### src/rtl/shifter_pkg.sv
// Shared types and constants for the ALU shifter group.
package shifter_pkg;

    typedef enum logic [1:0] {
        S_IDLE,
        S_SHIFT,
        S_DONE
    } sr_state_t;

    // Shift-type encoding, shared with the ALU decoder
    localparam logic SHIFT_LOGICAL = 1'b0;
    localparam logic SHIFT_ARITH   = 1'b1;

endpackage

### src/rtl/sr_iterative.sv
// Multi-cycle right shifter (srl/sra), one bit per clock, with valid/ready on both sides.
module sr_iterative
    import shifter_pkg::*;
#(
    parameter int unsigned N = 32
) (
    input  logic                 clk,
    input  logic                 rst,
    input  logic                 in_valid,
    output logic                 in_ready,
    input  logic [N-1:0]         in,
    input  logic [$clog2(N)-1:0] shamt,
    input  logic                 arith,
    output logic                 out_valid,
    input  logic                 out_ready,
    output logic [N-1:0]         out,
    output logic                 busy
);

    localparam int unsigned CW = $clog2(N);

    sr_state_t       state_q;
    logic [N-1:0]    data_q;
    logic [CW-1:0]   count_q;
    logic            fill_q;
    logic            out_valid_q;
    logic            busy_q;

    always_ff @(posedge clk) begin
        if (rst) begin
            state_q     <= S_IDLE;
            data_q      <= '0;
            count_q     <= '0;
            fill_q      <= 1'b0;
            out_valid_q <= 1'b0;
            busy_q      <= 1'b0;
        end else begin
            unique case (state_q)
                S_IDLE: begin
                    if (in_valid) begin
                        data_q      <= in;
                        count_q     <= shamt;
                        fill_q      <= (arith == SHIFT_ARITH) & in[N-1];
                        busy_q      <= 1'b1;
                        out_valid_q <= (shamt == '0);
                        state_q     <= (shamt == '0) ? S_DONE : S_SHIFT;
                    end
                end
                S_SHIFT: begin
                    data_q  <= {fill_q, data_q[N-1:1]};
                    count_q <= count_q - 1'b1;
                    // count==1 marks the final shift, so count never wraps below zero
                    if (count_q == CW'(1)) begin
                        state_q     <= S_DONE;
                        out_valid_q <= 1'b1;
                    end
                end
                S_DONE: begin
                    if (out_ready) begin
                        state_q     <= S_IDLE;
                        out_valid_q <= 1'b0;
                        busy_q      <= 1'b0;
                    end
                end
                default: begin
                    state_q     <= S_IDLE;
                    out_valid_q <= 1'b0;
                    busy_q      <= 1'b0;
                end
            endcase
        end
    end

    // Held low during reset so nothing is accepted while the block is being cleared
    assign in_ready  = (state_q == S_IDLE) & ~rst;
    assign out_valid = out_valid_q;
    assign busy      = busy_q;
    assign out       = data_q;

endmodule

### config.mk
export PLATFORM = sky130hd
export DESIGN_NAME = sr_iterative
export DESIGN_NICKNAME = d
export VERILOG_FILES = /design/src/rtl/shifter_pkg.sv /design/src/rtl/sr_iterative.sv
export SDC_FILE = /design/constraint.sdc
export NUM_CORES = 1
export LEC_CHECK = 0
export BUFFER_PORTS_ARGS = -buffer_cell sky130_fd_sc_hd__buf_2
export CORE_ASPECT_RATIO = 1.5
export CORE_UTILIZATION = 48
export CTS_CLUSTER_SIZE = 12
export DETAILED_ROUTE_END_ITERATION = 10
export PLACE_DENSITY = 0.79
export SLEW_MARGIN = 10
export SYNTH_ARGS = -nofsm -noshare
export SYNTH_HDL_FRONTEND = slang
export SYNTH_SLANG_ARGS = --single-unit
### constraint.sdc
create_clock -name clk -period 1.57 [get_ports clk]
set_input_delay 0.157 -clock clk [delete_from_list [all_inputs] [get_ports clk]]
set_output_delay 0.157 -clock clk [all_outputs]
set_load 0.02 [all_outputs]
Word level (Yosys, flattened, before mapping)
Index checks and enable logic that the tools add are counted.
Widths: inputs -> output; s select.
- bits in registers: 42
- input port bits: 42
- output and inout bits: 35
- add/sub/neg operators: 1
- equality and inequality tests: 6
- muxes and demuxes: 15
- bitwise logic cells: 4
- reduce and logical (&&, ||, !) cells: 7
- operators by type and width (cell ; count):
    $pmux 32 s2 ; 1
    $mux 32 ; 1
    $pmux 5 s2 ; 1
    $mux 2 ; 4
    $ne 2x2->1 const B ; 3
    $pmux 1 s3 ; 2
    $pmux 2 s3 ; 1
    $reduce_and 3->1 ; 2
    $eq 5x1->1 const B ; 1
    $logic_not 5->1 ; 1
    $mux 5 ; 1
    $sub 5x1->5 const B ; 1
    $mux 1 ; 4
    $reduce_and 2->1 ; 2
    $and 1x1->1 ; 2
    $eq 2x1->1 const B ; 1
    $eq 2x2->1 const B ; 1
    $logic_not 2->1 ; 1
    $not 1->1 ; 2
    $reduce_bool 2->1 ; 1

Logic depth before layout (Yosys ltp)
Gate-level depths: netlist of run 1.
- depth in word-level cells: 4
- gate-level depth with buffers: 5

Worst setup path before layout of run 1
OpenSTA, ideal clock, no wires.
- path kind: register -> register
- from: reg, netlist name out_valid
- to: reg count_q[0]
- library setup time: 0.132 ns
- arrival time: 1.216 ns
- slack: 0.223 ns
- stages on the path, launching flop included: 6
- buffers on the path: 2
- clock period less this slack: 1.347 ns
- path through: dfxtp_1 -> o21ba_2 -> buf_2 -> buf_4 -> a211oi_1 -> nor3_1
- RTL lines (item ; RTL line ; RTL):
    end signal: assignment ; sr_iterative.sv:42 ; count_q <= shamt;
    end signal: assignment ; sr_iterative.sv:51 ; count_q <= count_q - 1'b1;
    end: declaration ; sr_iterative.sv:24 ; logic [CW-1:0] count_q;

Worst setup path in the final report of run 1
- from: reg state_q[0]
- to: reg data_q[23], in the netlist out[23]
- longest elaborated chain between the ends: 3
- elaborated cells between the ends (all ways): 6
- RTL lines (item ; RTL line ; RTL):
    start: declaration ; sr_iterative.sv:22 ; sr_state_t state_q;
    start signal: assignment ; sr_iterative.sv:46 ; state_q <= (shamt == '0) ? S_DONE : S_SHIFT;
    $eq 2x1->1 / $logic_not 2->1 (equally long branches) ; sr_iterative.sv:38 ; unique case (state_q)
    $reduce_bool 2->1 (no source line) / $ne 2x2->1 (equally long branches) ; - ;
    $reduce_and 2->1 (no source line) ; - ;
    end signal: assignment ; sr_iterative.sv:41 ; data_q <= in;
    end signal: assignment ; sr_iterative.sv:50 ; data_q <= {fill_q, data_q[N-1:1]};
    end: declaration ; sr_iterative.sv:23 ; logic [N-1:0] data_q;
Parallel ways exist; a longest one is shown, timed or not.
A chain may end at the register's enable or synchronous reset.

==> flow_summary.toml, run 1 <==
[global_route]
grt_pass1_vias = 1687
overflow = 0
grt_max_degree = 37
antenna_found_initial = 0
grt_usage_pct = 21.9
grt_pass1_wl_mm = 7.20

[timing]
final_hold_viol_count = 0
final-setup-viol-count = 0
slew_violations = 0
period_minus_slack_ns = 1.38
skew_ns = 0.00413
fmax_mhz = 723
rsz0062_at_grt = "false"
setup_tns_ns = 0
post-route-period-util_pct = 88.0
slew_headroom_pct = 80.5
tightestPinTransition_ns = 0.292

[floorplan]
dieArea_um2 = 4270
rows = 27
io_pins = 77
fp.dieH_um = 79.5
initial_utilization_pct = 51.3
die_w_um = 53.7
coreArea_um2 = 3750

[cells_and_area]
fin_nets = 359
fillCellCount = 327
finalInstanceArea_um2 = 2450
multi_input_area_um2 = 968
register_area_um2 = 821
synthToLayoutAreaGrowth_pct = 27.3
drive_gt1_share_pct = 29.8
fin_cells = 358
antennaDiodeCount = 0

[clocking]
cts_resized = 0
root_buffer = "clkbuf_8"
post_cts_buffers = 0
worstSkewPairLatency_ns = 0.28
cts_max_level = 2
cts.sinks = 41
cts_hold_buf = 0
clockBufferDepth = 2
cts_tree = "yes"
clk_pin_slew_ns = 0.07
numCtsBuffers = 5

[power_and_ir_drop]
p_switching_mw = 1.09
pwr-share-comb_pct = 32.6
irDropWorstVdd_uv = 950
p_int_mw = 2.08
p_clk_share_pct = 24.9
power_density_nw_per_um2 = 1300
seqPwrFrac_pct = 42.5
p_leak_nw = 1.12
switching_share_pct = 34.4
p_total_mw = 3.17

[routing]
vias_per_cell = 5.48
drc = 0
vias = 1963
drtIter0Drc = 45
drt_first_pass_iters = 4
drtAntennaViolNets = 0
drt_wl_total_mm = 4.50
wire_per_inst_um = 12.6

[critical_path]
worstPathRequired_ns = 1.76
crit_arrival_ns = 1.57
crit_type = "reg2reg"
crit_path_end_kind = "register"
cp_max_fo = 36
startpoint_type = "register"
cp-startpoint = "state_q[0]"
timing.rr.start = "state_q[0]"
regToRegSetupSlack_ns = 0.19
r2r.worst_path.cells = 4
reg2reg_to = "out[23]"

[worst_hold_path]
min_to = "out[27]"
hold_class = "in2reg"
worstHoldStart = "in[27]"
hold_path_depth = 3

[logic_synthesis]
synthXorXnorAreaFrac_pct = 0
muxShareOfSynthArea_pct = 0
avgSynthCellArea_um2 = 7.81
syn_nets = 290
synth_cells = 246
synthAdderAreaFrac_pct = 1.30
synth_area_um2 = 1920
synth_top_family_by_area = "simple AND/OR/NAND/NOR gates"
yosysWarnings = 0
synth-seq-cells = 41
yosysSeqAreaShare_pct = 42.7
synth.distinct_cells = 29
synthSimpleGateAreaFrac_pct = 25.7
synth_compound_area_share_pct = 23.2

[placement]
dp_cells = 351
port_buffers = 76
gp_congestion = 0.802
place_area_um2 = 2340
hpwl_mm = 3.26

[job]
maxCapViolCount = 0

[status]
status = "finished, final reports clean"
[critical path: stages, from the launching register on]
cell and delay (ns):
dfxtp_1 0.49, nor2b_2 0.25, buf_12 0.20, nand2_1 0.07, a311oi_1 0.26
[worst max path at each step]
stage                       endpoint
after floorplan           count_q[0]
final                        out[23]
after CTS                    out[23]
after global placement       out[29]
after global routing         out[15]
after detailed placement     out[23]
[per-layer routing]
layer  track usage (%)  part of all wire [%]  vias to the layer above
met5                 0                     0                        -
met4              7.89                   1.6                        0
met3              4.19                   3.7                        6
met2              38.0                    50                       54
met1              25.6                    45                      899
li1                  -                     -                     1004
[per-stage QoR]
stage	util [%]	hold slack, ns	setup slack, ns
finish	65.3	0.133	0.188
floorplan	-	0.319	0.223
global placement	62.5	0.425	0.252
global route	65.3	0.128	0.0201
detailed placement	62.5	0.431	0.189
CTS	65.3	0.125	0.172
[cells by family (layout without fill, tap and decap cells)]
family	Yosys count	after routing
AOI/OAI and AO/OA	55	55
DFF	41	41
adders and majority gates	2	2
and+or+nand+nor	120	120
buffers and inverters	28	97
[cells in the final DEF, fill, tap and decap left out]
| cell type | synthesis | layout |
|---|---|---|
| buf_2 | 12 | 76 |
| nand2_1 | 69 | 69 |
| dfxtp_1 | 41 | 41 |
| nor2_1 | 35 | 35 |
| a311oi_1 | 33 | 33 |
| inv_1 | 6 | 6 |
| nor3_1 | 5 | 5 |
| a21oi_1 | 5 | 5 |
| clkbuf_8 | 0 | 5 |
| buf_4 | 4 | 5 |
| nand2b_1 | 4 | 4 |
| a211oi_1 | 3 | 3 |
| o211ai_1 | 3 | 3 |
| buf_12 | 0 | 3 |
| or3b_1 | 2 | 2 |
| o221ai_1 | 2 | 2 |
| nand3b_1 | 2 | 2 |
| ha_1 | 2 | 2 |
| o21ba_2 | 1 | 1 |
| nor2b_2 | 0 | 1 |
| or2_1 | 1 | 1 |
| a31oi_1 | 1 | 1 |
| o21ai_0 | 1 | 1 |
| a21o_1 | 1 | 1 |
| and4_1 | 1 | 1 |
| o32ai_1 | 1 | 1 |
| a31o_2 | 1 | 1 |
| a221oi_1 | 1 | 1 |
| o21bai_1 | 1 | 1 |
| o21a_1 | 1 | 1 |
| bufinv_16 | 0 | 1 |
| clkinv_2 | 0 | 1 |
[state kept, by name, summed over array words and instances, names as in the netlist]
name	count
out	32
count_q	5
busy	1
fill_q	1
out_valid	1
state_q	1
[Yosys cell counts]
master | instances | area share [%]
a211oi_1 | 3 | 1.2
a21o_1 | 1 | 0.39
a21oi_1 | 5 | 1.3
a221oi_1 | 1 | 0.46
a311oi_1 | 33 | 15
a31o_2 | 1 | 0.46
a31oi_1 | 1 | 0.33
and4_1 | 1 | 0.46
buf_2 | 12 | 3.1
buf_4 | 4 | 1.6
clkbuf_1 | 6 | 1.2
dfxtp_1 | 41 | 43
ha_1 | 2 | 1.3
inv_1 | 6 | 1.2
nand2_1 | 69 | 13
nand2b_1 | 4 | 1.3
nand3b_1 | 2 | 0.78
nor2_1 | 35 | 6.8
nor2b_1 | 1 | 0.33
nor3_1 | 5 | 1.3
o211ai_1 | 3 | 1.2
o21a_1 | 1 | 0.39
o21ai_0 | 1 | 0.26
o21ba_2 | 1 | 0.52
o21bai_1 | 1 | 0.39
o221ai_1 | 2 | 0.91
o32ai_1 | 1 | 0.46
or2_1 | 1 | 0.33
or3b_1 | 2 | 0.91
[power by group through the flow]
| stage | combinational [mW] | sequential, mW | clock [mW] |
|---|---|---|---|
| floorplan | 0.548 | 1.52 | 0 |
| global placement | 1.02 | 1.37 | 0 |
| detailed placement | 1.04 | 1.37 | 0 |
| CTS | 1.04 | 1.35 | 0.822 |
| global route | 1.14 | 1.37 | 0.871 |
| finish | 1.03 | 1.35 | 0.791 |
[area by class of cell]
type | instances | area share (%)
multi-input cells | 177 | 39.6
inverters | 6 | 0.920
flip-flops and latches | 41 | 33.5
well taps | 43 | 2.20
clock buffers | 5 | 2.81
repair buffers | 84 | 19.5
clock inverters | 2 | 1.43
(Power assumes the default switching activity.)
==> inputs of run 2 (changes only) <==
--- a/config.mk
+++ b/config.mk
@@ -7,10 +7,10 @@
 export LEC_CHECK = 0
 export BUFFER_PORTS_ARGS = -buffer_cell sky130_fd_sc_hd__buf_2
 export CORE_ASPECT_RATIO = 1.5
-export CORE_UTILIZATION = 48
+export CORE_UTILIZATION = 39
 export CTS_CLUSTER_SIZE = 12
 export DETAILED_ROUTE_END_ITERATION = 10
-export PLACE_DENSITY = 0.79
+export PLACE_DENSITY = 0.67
 export SLEW_MARGIN = 10
 export SYNTH_ARGS = -nofsm -noshare
 export SYNTH_HDL_FRONTEND = slang
==> run 2 against run 1 <==
Against the previous run: fmax is 1.6% lower; setup slack worse by 0.022 ns; routed wire length is 6.9% higher; worst hold slack worse by 0.0070 ns; critical path type unchanged; highest routed layer unchanged.
==> flow_summary.toml, run 2 (synthesized netlist as in run 1, its figures left out) <==
[floorplan]
rows = 30
dieArea_um2 = 5220
fp.dieH_um = 88.0
coreArea_um2 = 4620
initial_utilization_pct = 41.6
die_w_um = 59.3
io_pins = 77

[power_and_ir_drop]
switching_share_pct = 34.7
pwr-share-comb_pct = 31.9
irDropWorstVdd_uv = 685
p_clk_share_pct = 27.1
p_switching_mw = 1.13
p_leak_nw = 1.13
seqPwrFrac_pct = 41.0
power_density_nw_per_um2 = 1310
p_int_mw = 2.13

[worst_hold_path]
hold_class = "in2reg"
hold_path_depth = 3
worstHoldStart = "in[15]"

[timing]
setup_tns_ns = 0
slew_headroom_pct = 80.4
rsz0062_at_grt = "false"
tightestPinTransition_ns = 0.295
final-setup-viol-count = 0
fmax_mhz = 712
final_hold_viol_count = 0
skew_ns = 0.00384
post-route-period-util_pct = 89.4
slew_violations = 0
period_minus_slack_ns = 1.40

[global_route]
grt_usage_pct = 18.7
overflow = 0
grt_max_degree = 47
grt_pass1_wl_mm = 7.62
grt_pass1_vias = 1765
antenna_found_initial = 0

[critical_path]
timing.rr.start = "out_valid"
cp_slowest_cell = "dfxtp_1"
crit_family = "compound AO/OA/AOI/OAI gates"
startpoint_type = "register"
worstPathRequired_ns = 1.77
crit_cells = 4
cp-startpoint = "out_valid"
crit_chain = "o21ba_2, buf_4, o211ai_1, o32ai_1"
cp_max_fo = 24
r2r.worst_path.cells = 4
crit_path_end_kind = "register"
cp.buffers_inverters = 1
crit_arrival_ns = 1.60
crit_type = "reg2reg"
cp_slowest_stage_delay_ns = 0.36

[routing]
vias = 2012
drtIter0Drc = 106
vias_per_cell = 5.29
drc = 0
drt_wl_total_mm = 4.82
drtAntennaViolNets = 0
wire_per_inst_um = 12.7
drt_first_pass_iters = 4

[cells_and_area]
drive_gt1_share_pct = 29.7
antennaDiodeCount = 0
final_cell_mix = "76 x buf_2, 69 x nand2_1, 41 x dfxtp_1"
post-route-util_pct = 53.8
largest_register_ffs = 32
fillCellCount = 494
synthToLayoutAreaGrowth_pct = 29.4
fin_nets = 359
final_common_cell = "buf_2"

[placement]
port_buffers = 76
gp_congestion = 0.842
hpwl_mm = 3.31

[clocking]
worstSkewPairLatency_ns = 0.29
post_cts_buffers = 0
cts_tree = "yes"
numCtsBuffers = 5
cts_max_level = 2
cts_hold_buf = 0
cts_resized = 0
clk_pin_slew_ns = 0.08
cts.sinks = 41
clockBufferDepth = 2
root_buffer = "clkbuf_8"

[job]
maxCapViolCount = 0

[status]
status = "finished, final reports clean"
-- run 2: changes by cell type in the layout (fill, tap and decap cells not counted) --
cell	change
clkbuf_8	+1
clkinv_2	-1
clkbuf_1	+1
-- run 2: final cells by class --
type | count | area [um^2] | area share, %
Clock buffer | 7 | 86.3 | 3.47
Clock inverter | 1 | 30.0 | 1.21
Inverter | 6 | 22.5 | 0.906
Multi-Input combinational cell | 177 | 968 | 39.0
Sequential cell | 41 | 821 | 33.0
Tap cell | 64 | 80.1 | 3.22
Timing Repair Buffer | 84 | 478 | 19.2
-- run 2: power groups by stage --
stage | registers, mW | clock network, mW | logic (mW)
after global routing | 1.37 | 0.945 | 1.16
after CTS | 1.34 | 0.905 | 1.05
final | 1.34 | 0.885 | 1.04
after floorplan | 1.52 | 0 | 0.548
after global placement | 1.36 | 0 | 1.03
after detailed placement | 1.36 | 0 | 1.05
-- run 2: per-layer routing --
metal	GRT usage, %	wire length [um]
met5	0	0
met4	6.71	55
met3	3.40	256
met2	32.5	2430
met1	22.5	2080
-- run 2: per-stage QoR --
| step | power (mW) | std cells | instance area, um^2 | hold slack, ns | setup slack (ns) |
|---|---|---|---|---|---|
| 6_report | 3.27 | 380 | 2490 | 0.126 | 0.166 |
| 4_1_cts | 3.29 | 380 | 2490 | 0.115 | 0.169 |
| 3_3_place_gp | 2.39 | 372 | 2370 | 0.428 | 0.269 |
| 2_1_floorplan | 2.06 | 246 | 1920 | 0.319 | 0.223 |
| 3_5_place_dp | 2.41 | 372 | 2370 | 0.431 | 0.166 |
| 5_1_grt | 3.47 | 380 | 2490 | 0.123 | 0.0208 |
-- run 2: worst paths after layout --
kind,to,slack [ns]
hold / removal,out[15],0.13
hold reg to reg,fill_q,0.47
setup / recovery,count_q[4],0.17
setup reg to reg,count_q[4],0.17
-- run 2: worst min-delay path: cells and delay by family --
kind | cells | cell delay [ns]
AO/OA/AOI/OAI | 1 | 0.07
buffers and inverters | 1 | 0.09
AND/OR/NAND/NOR | 1 | 0.05
